**config.mk**
```make
export PLATFORM = sky130hd
export DESIGN_NAME = mem_arbiter
export DESIGN_NICKNAME = d
export VERILOG_FILES = /design/src/rtl/mem_arbiter.sv
export SDC_FILE = /design/constraint.sdc
export NUM_CORES = 1
export LEC_CHECK = 0
export CAP_MARGIN = 20
export CORE_MARGIN = 2
export CORE_UTILIZATION = 35
export DETAILED_ROUTE_END_ITERATION = 8
export PLACE_DENSITY = 0.71
export SYNTH_ARGS = -nofsm -noshare
export SYNTH_HDL_FRONTEND = slang
export SYNTH_SLANG_ARGS = --single-unit
```
**constraint.sdc**
```tcl
create_clock -name clk -period 2.13 [get_ports clk]
set_clock_uncertainty 0.1 [all_clocks]
set_input_delay 0.3195 -clock clk [delete_from_list [all_inputs] [get_ports clk]]
set_output_delay 0.3195 -clock clk [all_outputs]
set_load 0.02 [all_outputs]
```
**src/rtl/mem_arbiter.sv**
```systemverilog
// Two-port req/ack arbiter sharing one single-ported memory between fetch and data ports.
// Optional feature: define ARB_ROUND_ROBIN_EN for round-robin tie-breaking (default: data wins).
module mem_arbiter #(
    parameter int unsigned AW      = 32,
    parameter int unsigned DW      = 32,
    parameter int unsigned MEM_LAT = 1
) (
    input  logic          clk,
    input  logic          reset,
    input  logic          i_req,
    input  logic [AW-1:0] i_addr,
    output logic          i_ack,
    output logic [DW-1:0] i_rdata,
    input  logic          d_req,
    input  logic          d_we,
    input  logic [AW-1:0] d_addr,
    input  logic [DW-1:0] d_wdata,
    output logic          d_ack,
    output logic [DW-1:0] d_rdata,
    output logic          mem_en,
    output logic          mem_we,
    output logic [AW-1:0] mem_addr,
    output logic [DW-1:0] mem_wdata,
    input  logic [DW-1:0] mem_rdata
);

    typedef enum logic [1:0] {StIdle, StIssue, StWait, StResp} state_e;

    state_e     state_q;
    logic       owner_d_q;
    logic [3:0] lat_q;
    logic       grant_d;

`ifdef ARB_ROUND_ROBIN_EN
    logic last_d_q;

    // On a tie, hand the memory to whichever port did not get the previous grant.
    always_comb begin
        grant_d = d_req && (!i_req || !last_d_q);
    end
`else
    always_comb begin
        grant_d = d_req;
    end
`endif

    always_ff @(posedge clk) begin
        if (!reset) begin
            state_q   <= StIdle;
            owner_d_q <= 1'b0;
            lat_q     <= '0;
            i_ack     <= 1'b0;
            d_ack     <= 1'b0;
            i_rdata   <= '0;
            d_rdata   <= '0;
            mem_en    <= 1'b0;
            mem_we    <= 1'b0;
            mem_addr  <= '0;
            mem_wdata <= '0;
`ifdef ARB_ROUND_ROBIN_EN
            last_d_q  <= 1'b0;
`endif
        end else begin
            i_ack  <= 1'b0;
            d_ack  <= 1'b0;
            mem_en <= 1'b0;
            unique case (state_q)
                StIdle: begin
                    if (i_req || d_req) begin
                        owner_d_q <= grant_d;
                        mem_en    <= 1'b1;
                        mem_we    <= grant_d && d_we;
                        mem_addr  <= grant_d ? d_addr : i_addr;
                        if (grant_d) begin
                            mem_wdata <= d_wdata;
                        end
`ifdef ARB_ROUND_ROBIN_EN
                        last_d_q  <= grant_d;
`endif
                        state_q   <= StIssue;
                    end
                end
                StIssue: begin
                    // Only a data grant can set mem_we, so a store always belongs to the data port.
                    if (mem_we) begin
                        d_ack   <= 1'b1;
                        state_q <= StResp;
                    end else begin
                        lat_q   <= 4'(MEM_LAT);
                        state_q <= StWait;
                    end
                end
                StWait: begin
                    if (lat_q == 4'd1) begin
                        if (owner_d_q) begin
                            d_rdata <= mem_rdata;
                            d_ack   <= 1'b1;
                        end else begin
                            i_rdata <= mem_rdata;
                            i_ack   <= 1'b1;
                        end
                        state_q <= StResp;
                    end else begin
                        lat_q <= lat_q - 4'd1;
                    end
                end
                StResp: begin
                    state_q <= StIdle;
                end
                default: begin
                    state_q <= StIdle;
                end
            endcase
        end
    end

endmodule

```
Word-level counts from Yosys, hierarchy flattened --
Cells that the tools add are included. W data, S select, Z words.
Word-level totals: flip-flop bits (word level) 139, logic and storage cells 47, output and inout bits 132, input bits 133
Operators by class: reductions and logical operators 12, add/sub/neg operators 1, eq/ne operators 8, bitwise operators 1, mux-type cells 14
Operators by type and width (number):
- $mux W32 | 1
- $reduce_and A3 Y1 | 5
- $mux W4 | 2
- $ne A2 B2 Y1 const B | 4
- $pmux W2 S4 | 1
- $pmux W4 S2 | 1
- $mux W1 | 6
- $reduce_and A2 Y1 | 3
- $eq A2 B2 Y1 const B | 2
- $eq A4 B1 Y1 const B | 1
- $mux W2 | 2
- $sub A4 B1 Y4 const B | 1
- $eq A2 B1 Y1 const B | 1
- $logic_not A2 Y1 | 1
- $pmux W1 S2 | 1
- $reduce_bool A2 Y1 | 1
- $logic_and A1 B1 Y1 | 1
- $logic_or A1 B1 Y1 | 1
- $not A1 Y1 | 1

Depth between registers and ports, before layout --
word-level depth 3, gate-level depth with buffers 7, gate-level depth less buffers 5

Least setup slack after synthesis --
OpenSTA, ideal clock, no wires.
path kind flip-flop to flip-flop, start register lat_q[0], end register state_q[0], path buffers 1, period minus slack after synthesis 1.569 ns, data required time 1.898 ns, setup slack 0.561 ns, stages on the path, launching flop included 6, arrival time 1.337 ns, setup time 0.132 ns, cell sequence dfxtp_1 -> ha_1 -> or3b_1 -> buf_6 -> a211oi_1 -> o32ai_1
Between the ends: longest elaborated chain between the ends 3
Ends and longest elaborated chain:
- start: declaration | line 31 | logic [3:0] lat_q;
- start signal: assignment | line 89 | lat_q <= 4'(MEM_LAT);
- start signal: assignment | line 104 | lat_q <= lat_q - 4'd1;
- $eq A4 B1 Y1 | line 94 | if (lat_q == 4'd1) begin
- $ne A2 B2 Y1 (no line)
- $reduce_and A2 Y1 (no line)
- end signal: assignment | line 90 | state_q <= StWait;
- end signal: assignment | line 102 | state_q <= StResp;
- end signal: assignment | line 108 | state_q <= StIdle;
- end: declaration | line 29 | state_e state_q;
Every way passes these cells. A chain may end at the register's enable or synchronous reset.

Worst setup path in the final report --
start register mem_we, end output port mem_we
RTL lines:
- start: declaration | line 21 | output logic mem_we,
- start signal: assignment | line 72 | mem_we <= grant_d && d_we;
No word-level cell between the ends.

==> results.tsv <==
metric	value	unit
design.core.area	15260	um2
maximum_vdd_drop	560.1	uV
share_of_the_yosys_chip_area_belonging_to_registers	50.71	%
initial_core_util	35.97	%
synth.cells.most_frequent	139 x dfxtp_1, 102 x a21oi_1, 69 x nand2_1	
io_pins	265	
synth_top_area_cell	dfxtp_1	
setup_viol	0	
period_minus_slack	1.870	ns
viasPerCell	4.855	
layout.nets	1022	
yosys_warnings	0	
yosys_register_bits	139	
post-synth-top-area-fraction	50.71	%
cts-hold-fix-buffers	0	
clkLatencyLatePin	0.41	ns
layout-area-overhead-vs-synth	63.20	%
drc	0	
htreeDepth	4	
first_pass_grt_wire_length	24.76	mm
timing.final.crit_share	87.80	%
clock_tree_root_buffer_cell	clkbuf_16	
fmax	0.5347	GHz
cts_num_sinks	139	
cts.reportedPaths.clkPinSlew	0.06	ns
asyncSetResetFlopFracSynth	0	%
grt_start_max_net_pins	66	
dieWidth	129.2	um
synth-main-ff-cell	dfxtp_1	
cp_slowest_stage_delay	0.65	ns
layout.area.seq	2784	um2
place_inst	1075	
crit_required	1.71	ns
netlist_instances	641	
grt.total_usage	18.72	%
pre_cts_slack	0.2895	ns
cts_inserted_buffers	17	
cts_resized	0	
drive_gt1_share	6.696	%
post_synth_instance_area	5488	um2
reg2reg_slack	0.36	ns
critical_path.n_buffers_inverters	1	
synth_area_leaders	dfxtp_1 51%, a21oi_1 9.3%, mux2i_1 6.0%	
report.final.slew_viol_count	0	
crit_arrival	1.45	ns
post_cts_buffers	0	
p_leak	3.199	nW
max-slew-margin-rel	67.65	%
critPathLaunchType	flip-flop	
final.setup.worst_slack	0.2600	ns
multiInputGateArea	2401	um2
drtIter0Drc	371	
antenna_cells_inserted	0	
drtPass1Iterations	4	
cell_with_the_most_instances_after_synthesis	dfxtp_1	
grt_pass1_vias	4943	
drt-total-wl	16.01	mm
final_util	58.70	%
tritoncts_clock_tree	yes	
min-delay-path-class	primary input to flip-flop	
synth_enable_flop_cells	0	
netlist-cell-type-count	35	
place.port_buffers	264	
hpwlAfterDp	11.27	mm
drv.max_cap_violation_count	0	
finalWeightedCongestion	0.7902	
hold_violations	0	
dr_total_vias	5374	
power.total	9.010	mW
worst_path_dominant_cell_family	buffers and inverters	
worst_slew_pin_slew	0.4853	ns
chip_height	129.2	um
num_rows	45	
grt.overflow.total	0	
drt.antenna.violating_nets	0	
crit_path_top_delay_cell	clkdlybuf4s50_1	
grt_antenna_before_repair	0	
setup.worst_path.class	flip-flop to output pin	
postSynthAreaPerCell	8.561	um2
setup.worst_path.end_class	output pin	
critical_path.cell_chain	clkdlybuf4s50_1	
layout.cells.non_filler	1107	
critPathMaxFanout	4	
wl_per_cell	14.47	um
unrepaired_setup_endpoints_after_global_routing	no	
die_area	16700	um2
postSynthNetCount	780	
cts.path.max_buffers	2	
final.fill_count	1404	
timing.setup.tns	0	ns
power.density	1006	nW/um2
outcome	completed	
worst paths after layout:
path / startpoint / to / depth (start not counted)
min reg2reg: mem_wdata[3]$_SDFFE_PN0P_ / mem_wdata[3]$_SDFFE_PN0P_ / 2
min: d_req / mem_en$_SDFF_PN0_ / 3
max: mem_we$_SDFFE_PN0P_ / mem_we / 1
max reg2reg: lat_q[0]$_SDFFE_PN0P_ / state_q[0]$_SDFFE_PN0P_ / 4
cell type report:
cell class | count | area share [%]
repair buffers | 285 | 32.33
flip-flops and latches | 139 | 31.08
multi-input cells | 434 | 26.81
clock buffers | 18 | 4.904
well taps | 211 | 2.948
clock inverters | 14 | 1.649
inverters | 6 | 0.2794
stage by stage:
stage	area (um2)	hold slack (ns)
5_1_grt	8956	0.3426
3_5_place_dp	8369	0.3453
6_report	8956	0.2857
4_1_cts	8956	0.2757
3_3_place_gp	8369	0.3407
2_1_floorplan	5488	0.3373
logic make-up (layout without fill, tap and decap cells):
logic type / count (synthesis) / in the layout / share of synthesized area [%]
AOI/OAI and AO/OA: 211 / 211 / 21.20
adders and majority gates: 6 / 6 / 1.368
buffers and inverters: 68 / 323 / 5.654
DFF: 139 / 139 / 50.71
muxes: 33 / 33 / 6.019
and+or+nand+nor: 184 / 184 / 15.05
state kept, by name (all words and copies together), names as in the netlist:
register   flops
d_ack          1
d_rdata       32
i_ack          1
i_rdata       32
lat_q          4
mem_addr      32
mem_en         1
mem_wdata     32
mem_we         1
owner_d_q      1
state_q        2
cells in the final DEF (no fill, tap or decap), types with 2 or more instances in the layout:
master,instances
a211oi_1,33
a21oi_1,102
a31oi_1,2
and2_1,2
buf_12,8
buf_4,13
bufinv_16,2
clkbuf_16,17
clkdlybuf4s50_1,263
clkinv_2,3
clkinv_4,3
clkinvlp_4,5
dfxtp_1,138
ha_1,6
inv_1,4
mux2i_1,33
nand2_1,69
nand3_1,64
nand4_1,2
nor2_1,37
nor2b_1,2
nor4_1,2
o21ai_0,50
o21ai_1,16
o31ai_1,2
per-layer routing:
layer / vias up / track usage [%] / wire length, um
met2: 201 / 29.72 / 7675
li1: 2744 / - / -
met3: 23 / 6.193 / 1228
met5: - / 0 / 0
met4: 0 / 8.504 / 383
met1: 2406 / 23.11 / 6726
where the power goes:
part / internal (mW) / total [mW] / switching, mW
clock network: 1.75 / 2.86 / 1.11
registers: 2.98 / 3.19 / 0.208
logic: 1.32 / 2.95 / 1.64
total: 6.05 / 9.01 / 2.96
worst min-delay path: stages:
cell and delay (ns):
buf_2 0.14, o21ai_0 0.18, nor2_1 0.11
No activity file was read; power rests on OpenSTA's default activity.
